===== src/rtl/fifo_rd_stream.sv =====
// fifo_rd_stream: drains a 1-cycle-latency FIFO read port into a
// valid/ready packet stream through a 2-entry buffer with read credit.
// Ports:
//   clk_i, arst_n_i        clock, async active-low reset
//   empty_i, q_i, rdreq_o  FIFO read port (non-showahead)
//   data_o, valid_o, ready_i            stream handshake
//   startofpacket_o, endofpacket_o      packet framing
//   pkt_cnt_o                           completed packets (wraps)
module fifo_rd_stream #(
  parameter int DWIDTH  = 16,
  parameter int PKT_LEN = 8,
  parameter int CNTW    = 16
) (
  input  logic              clk_i,
  input  logic              arst_n_i,
  input  logic              empty_i,
  input  logic [DWIDTH-1:0] q_i,
  output logic              rdreq_o,
  output logic [DWIDTH-1:0] data_o,
  output logic              valid_o,
  input  logic              ready_i,
  output logic              startofpacket_o,
  output logic              endofpacket_o,
  output logic [CNTW-1:0]   pkt_cnt_o
);

  localparam int WCW = (PKT_LEN > 1) ? $clog2(PKT_LEN) : 1;
  localparam logic [WCW-1:0] LAST = WCW'(PKT_LEN - 1);

  logic [1:0]        occ_q, occ_d;
  logic              rd_pend_q;
  logic [DWIDTH-1:0] head_q, head_d;
  logic [DWIDTH-1:0] skid_q, skid_d;
  logic [WCW-1:0]    wcnt_q, wcnt_d;
  logic [CNTW-1:0]   pcnt_q, pcnt_d;
  logic              pop;
  logic [2:0]        credit;

  assign valid_o = (occ_q != 2'd0);
  assign pop     = valid_o & ready_i;

  // words held or in flight once this cycle's pop retires
  assign credit = {1'b0, occ_q} + {2'b0, rd_pend_q}
                - {2'b0, pop};

  assign rdreq_o = arst_n_i & ~empty_i & (credit < 3'd2);

  assign data_o          = head_q;
  assign startofpacket_o = (wcnt_q == '0);
  assign endofpacket_o   = (wcnt_q == LAST);
  assign pkt_cnt_o       = pcnt_q;

  always_comb begin
    occ_d  = credit[1:0];
    head_d = head_q;
    skid_d = skid_q;
    wcnt_d = wcnt_q;
    pcnt_d = pcnt_q;
    if (pop && occ_q == 2'd2) head_d = skid_q;
    if (rd_pend_q) begin
      if (occ_q == 2'd0 || (occ_q == 2'd1 && pop))
        head_d = q_i;
      else
        skid_d = q_i;
    end
    if (pop) begin
      wcnt_d = (wcnt_q == LAST) ? '0 : wcnt_q + 1'b1;
      if (endofpacket_o) pcnt_d = pcnt_q + 1'b1;
    end
  end

  always_ff @(posedge clk_i or negedge arst_n_i) begin
    if (!arst_n_i) begin
      occ_q     <= '0;
      rd_pend_q <= 1'b0;
      head_q    <= '0;
      skid_q    <= '0;
      wcnt_q    <= '0;
      pcnt_q    <= '0;
    end else begin
      occ_q     <= occ_d;
      rd_pend_q <= rdreq_o;
      head_q    <= head_d;
      skid_q    <= skid_d;
      wcnt_q    <= wcnt_d;
      pcnt_q    <= pcnt_d;
    end
  end

endmodule

===== config.mk =====
export PLATFORM = sky130hd
export DESIGN_NAME = fifo_rd_stream
export DESIGN_NICKNAME = d
export VERILOG_FILES = /design/src/rtl/fifo_rd_stream.sv
export SDC_FILE = /design/constraint.sdc
export NUM_CORES = 1
export LEC_CHECK = 0
export ABC_CLOCK_PERIOD_IN_PS = 4200
export CAP_MARGIN = 0
export CORE_MARGIN = 3
export CORE_UTILIZATION = 50
export CTS_CLUSTER_SIZE = 20
export DETAILED_ROUTE_END_ITERATION = 10
export PLACE_DENSITY = 0.8
export SYNTH_ARGS = -nofsm -noshare
export SYNTH_HDL_FRONTEND = slang
export SYNTH_SLANG_ARGS = --single-unit
export TNS_END_PERCENT = 50

===== constraint.sdc =====
create_clock -name clk_i -period 4.2 [get_ports clk_i]
set_input_delay 0.84 -clock clk_i [delete_from_list [all_inputs] [get_ports clk_i]]
set_output_delay 0.84 -clock clk_i [all_outputs]
set_load 0.02 [all_outputs]

# Word level (Yosys, flattened, before mapping)
# Cells that the tools add are included.
# Widths: inputs -> output; s select.
# op_classes
add_sub_neg	4
mul	0
n_div	0
n_lt_le_gt_ge	1
eq_ne	3
n_shift	0
n_mux	4
bitwise	5
reduce_logical	8
# op_table
cell	count
$mux 16	3
$add 16x1->16 const B	1
$reduce_and 2->1	2
$add 2x1->3	1
$add 3x1->3 const B	1
$and 1x1->1	3
$eq 3x3->1 const B	1
$logic_not 3->1	1
$lt 3x2->1 const B	1
$mux 3	1
$sub 3x1->3	1
$eq 2x1->1 const B	1
$eq 2x2->1 const B	1
$logic_and 1x1->1	2
$logic_not 2->1	1
$not 1->1	2
$reduce_bool 2->1	1
$logic_or 1x1->1	1
# totals
regBits	54
latch_bits	0
ram_bits	0
romBits	0
inputBits	20
out_inout_bits	36
wordCells	31
n_memories	0

# Logic depth before layout (Yosys ltp)
# logic_depth
word_depth	6
depth_mapped	9
ltp_nobuf	8

# Worst setup path after synthesis
# No wires, ideal clock.
# synth_timing
path_type	in2out
start	input port ready_i
end	output port rdreq_o
t_arrival_ns	2.719
required_time_ns	3.360
path_slack_ns	0.641
cell_stages	6
n_path_buf	0
path_cell_list	nand2_1 > or2_2 > nand2_1 > ha_1 > fa_1 > nor4b_1
# synth_via
elab_chain_cells	4
# synth_lines
element	line_no	rtl
start: declaration	21	input logic ready_i,
$and 1x1->1	40	assign pop = valid_o & ready_i;
$sub 3x1->3	44	- {2'b0, pop};
net credit[1]	37	logic [2:0] credit;
$lt 3x2->1	46	assign rdreq_o = arst_n_i & ~empty_i & (credit < 3'd2);
$and 1x1->1	46	
end: declaration	18	output logic rdreq_o,
# The timed path passes the listed nets, and every way through them passes these cells.

# Final worst setup path
# Same ends and word-level chain as after synthesis.

==> impl_results.md <==
* Outcome: finished, final reports clean
* Net Count, Synth at around 220
* CP Capture Type: output port
* Initial Util at 0.532
* Post-place setup slack at -0.124 ns
* Max Slew Vio Count at 0
* Syn avg cell area at 12.2 um^2
* Final period util at 0.952
* Gate Count Post-Synth at 196
* Layout cells sized above 1 at 0.148
* Reg-to-reg endpoint: rd_pend_q
* Grt ovf at 0
* Hold Buf Count CTS at 0
* Finish-stage setup viols at 0
* Post-DR wirelength/cell at 14.3 um
* Core area at about 4500 um^2
* Critical Path Source: ready_i
* Flops & latches, synth at 54
* Area Growth Syn to Fin at 30.0%
* Die outline width at 75.2 um
* First-pass GRT wire length at 7350 um
* CP required at 3.36 ns
* DP HPWL at 3160 um
* Fin Hold WS at roughly 0.47 ns
* Port Buffers at 55
* Post-synthesis cell area at approximately 2400 um^2
* Ports at 56
* Max-slew headroom at 0.253
* Commonest non-fill, non-tap cell in the layout: dfrtp_1
* CP Class: in -> out
* Max VDD drop at 395 uV
* WL final at 4400 um
* Gr usage total at 0.173
* RR Startpoint: occ_q[1]
* Placed Cells at 300
* Post-synth EDFFs at 0
* Clock sink total at 54
* Max-cap violations at 0
* DIE AREA at 5660 um^2
* Power per cell area at 627 nW/um^2
* CTS H-tree depth at 2
* Crit-path max FO at 3
* Dpl cell area at 3010 um^2
* Final hold violation count at 0
* Asr flop ratio synth at 1.00
* Row cnt at 24
* R2r setup slk at 1.88 ns
* ANT nets after route at 0
* Worst-margin pin slew at 1.12 ns
* RSZ-0062 raised after global routing: false
* Pleak at 1.45 nW
* Nets@finish at between 200 and 300
* Worst setup margin at 0.201 ns
* Non-Filler Cell Area, Final at slightly above 3000 um^2
* Chip height at 75.2 um
* Vias in the first global route at 1,606
* Largest net degree at the start of global routing at 55
* Clock Skew at 0.0129 ns
* Clock root buffer: clkbuf_8
* Clk slew on worst S/H paths at 0.09 ns
* Fin cells at slightly above 300
* Most frequent cells in the layout: dfrtp_1, clkdlybuf4s50_1, nand2_1
* Worst hold path type: reg -> reg
* CTS tree: yes
* 1st-pass router iterations at 4
* YS warnings at 0
* RD Place Congestion at 0.750
* Setup TNS at 0 ns
* Startpoint class of the critical path: input port
* Worst Path Arrival at approximately 3.2 ns
* Total CTS buffers at 5
* Initial antenna violation count at 0
* Netlist cell types at 29
* Diode count at 0
* Clk Latency, worst-skew pair at around 0.30 ns
* Max Fclk at 250 MHz
* Iter 0 DRT Violations at 120
* Setup Fix Bufs, Post-CTS at 0
* Register area share after synthesis at 0.564
* Bufs on Longest Clock Path at 2
* Leading register cell type out of synthesis: dfrtp_1
* Vias per cell at 5.32
* Post-cts gate resize count at 1
* Crit path time final at 4.00 ns
* R2R cell count at 7
* Via count at ~1,600
* DRC at 0
* Setup crit end: rdreq_o
==> flip-flops by register name, summed over array words and instances, names as in the netlist <==
name,count
data_o,16
wcnt_q,3
pkt_cnt_o,16
skid_q,16
occ_q,2
rd_pend_q,1
==> routing by layer <==
metal | up-vias | GRT usage | share of wire
met5 | - | 0 | 0
li1 | 787 | - | -
met4 | 0 | 0.0757 | 0.018
met3 | 9 | 0.0334 | 0.052
met1 | 799 | 0.232 | 0.46
met2 | 45 | 0.276 | 0.47
==> worst max-delay path, cell delays in order <==
cell and delay [ns]:
clkdlybuf4s50_1 0.48, nand2_1 0.08, or2_2 0.29, nand2_1 0.08, ha_1 0.16, fa_1 0.44
nor4b_1 0.39, dlygate4sd2_1 0.39
==> through the flow <==
| stage | utilization | total power, mW |
|---|---|---|
| after floorplan | - | 1.31 |
| after global placement | 0.668 | 1.60 |
| after detailed placement | 0.668 | 1.64 |
| after CTS | 0.691 | 1.98 |
| after global routing | 0.691 | 2.09 |
| final | 0.691 | 1.95 |
==> worst min path at each step <==
stage,start,to,slack (ns),depth (start not counted)
4_1_cts,pkt_cnt_o[15],pkt_cnt_o[15],0.48,1
3_5_place_dp,pkt_cnt_o[15],pkt_cnt_o[15],0.46,1
6_report,pkt_cnt_o[15],pkt_cnt_o[15],0.47,1
2_1_floorplan,skid_q[0],skid_q[0],0.48,1
3_3_place_gp,pkt_cnt_o[15],pkt_cnt_o[15],0.46,1
5_1_grt,pkt_cnt_o[15],pkt_cnt_o[15],0.50,1
==> cell usage after synthesis, types with 2 or more instances <==
master | count | share of area
inv_1 | 4 | 0.0063
or2_2 | 2 | 0.0052
xor2_1 | 7 | 0.026
ha_1 | 5 | 0.026
dfrtp_1 | 54 | 0.56
mux2i_1 | 16 | 0.067
clkbuf_1 | 2 | 0.0031
xnor2_1 | 9 | 0.033
o21ai_0 | 16 | 0.033
buf_2 | 5 | 0.010
nand2_1 | 24 | 0.038
nand3_1 | 8 | 0.017
mux2_2 | 19 | 0.089
nor3_1 | 3 | 0.0063
nand4_1 | 3 | 0.0078
nor2_1 | 6 | 0.0094
==> where the power goes <==
part / internal [mW] / total [mW] / switching, mW
clock network: 0.179 / 0.336 / 0.157
registers: 0.710 / 0.838 / 0.129
logic: 0.414 / 0.778 / 0.364
==> cell families (layout without fill, tap and decap cells) <==
| family | Yosys count | in the layout | synth area share |
|---|---|---|---|
| AOI/OAI and AO/OA | 19 | 19 | 0.0491 |
| buffers and inverters | 12 | 72 | 0.0230 |
| adders and majority gates | 6 | 6 | 0.0345 |
| muxes | 35 | 35 | 0.156 |
| xor gates and xnor gates | 16 | 16 | 0.0585 |
| DFF | 54 | 54 | 0.564 |
| and+or+nand+nor | 54 | 54 | 0.115 |
==> cell type report <==
cell class | instances | area, um^2
fill | 362 | 1390
timing repair buffer | 60 | 582
sequential | 54 | 1350
inverter | 4 | 15.0
clock inverter | 1 | 30.0
clock buffer | 7 | 76.3
tap | 52 | 65.1
multi-input combinational | 130 | 995
(Power assumes the default switching activity.)
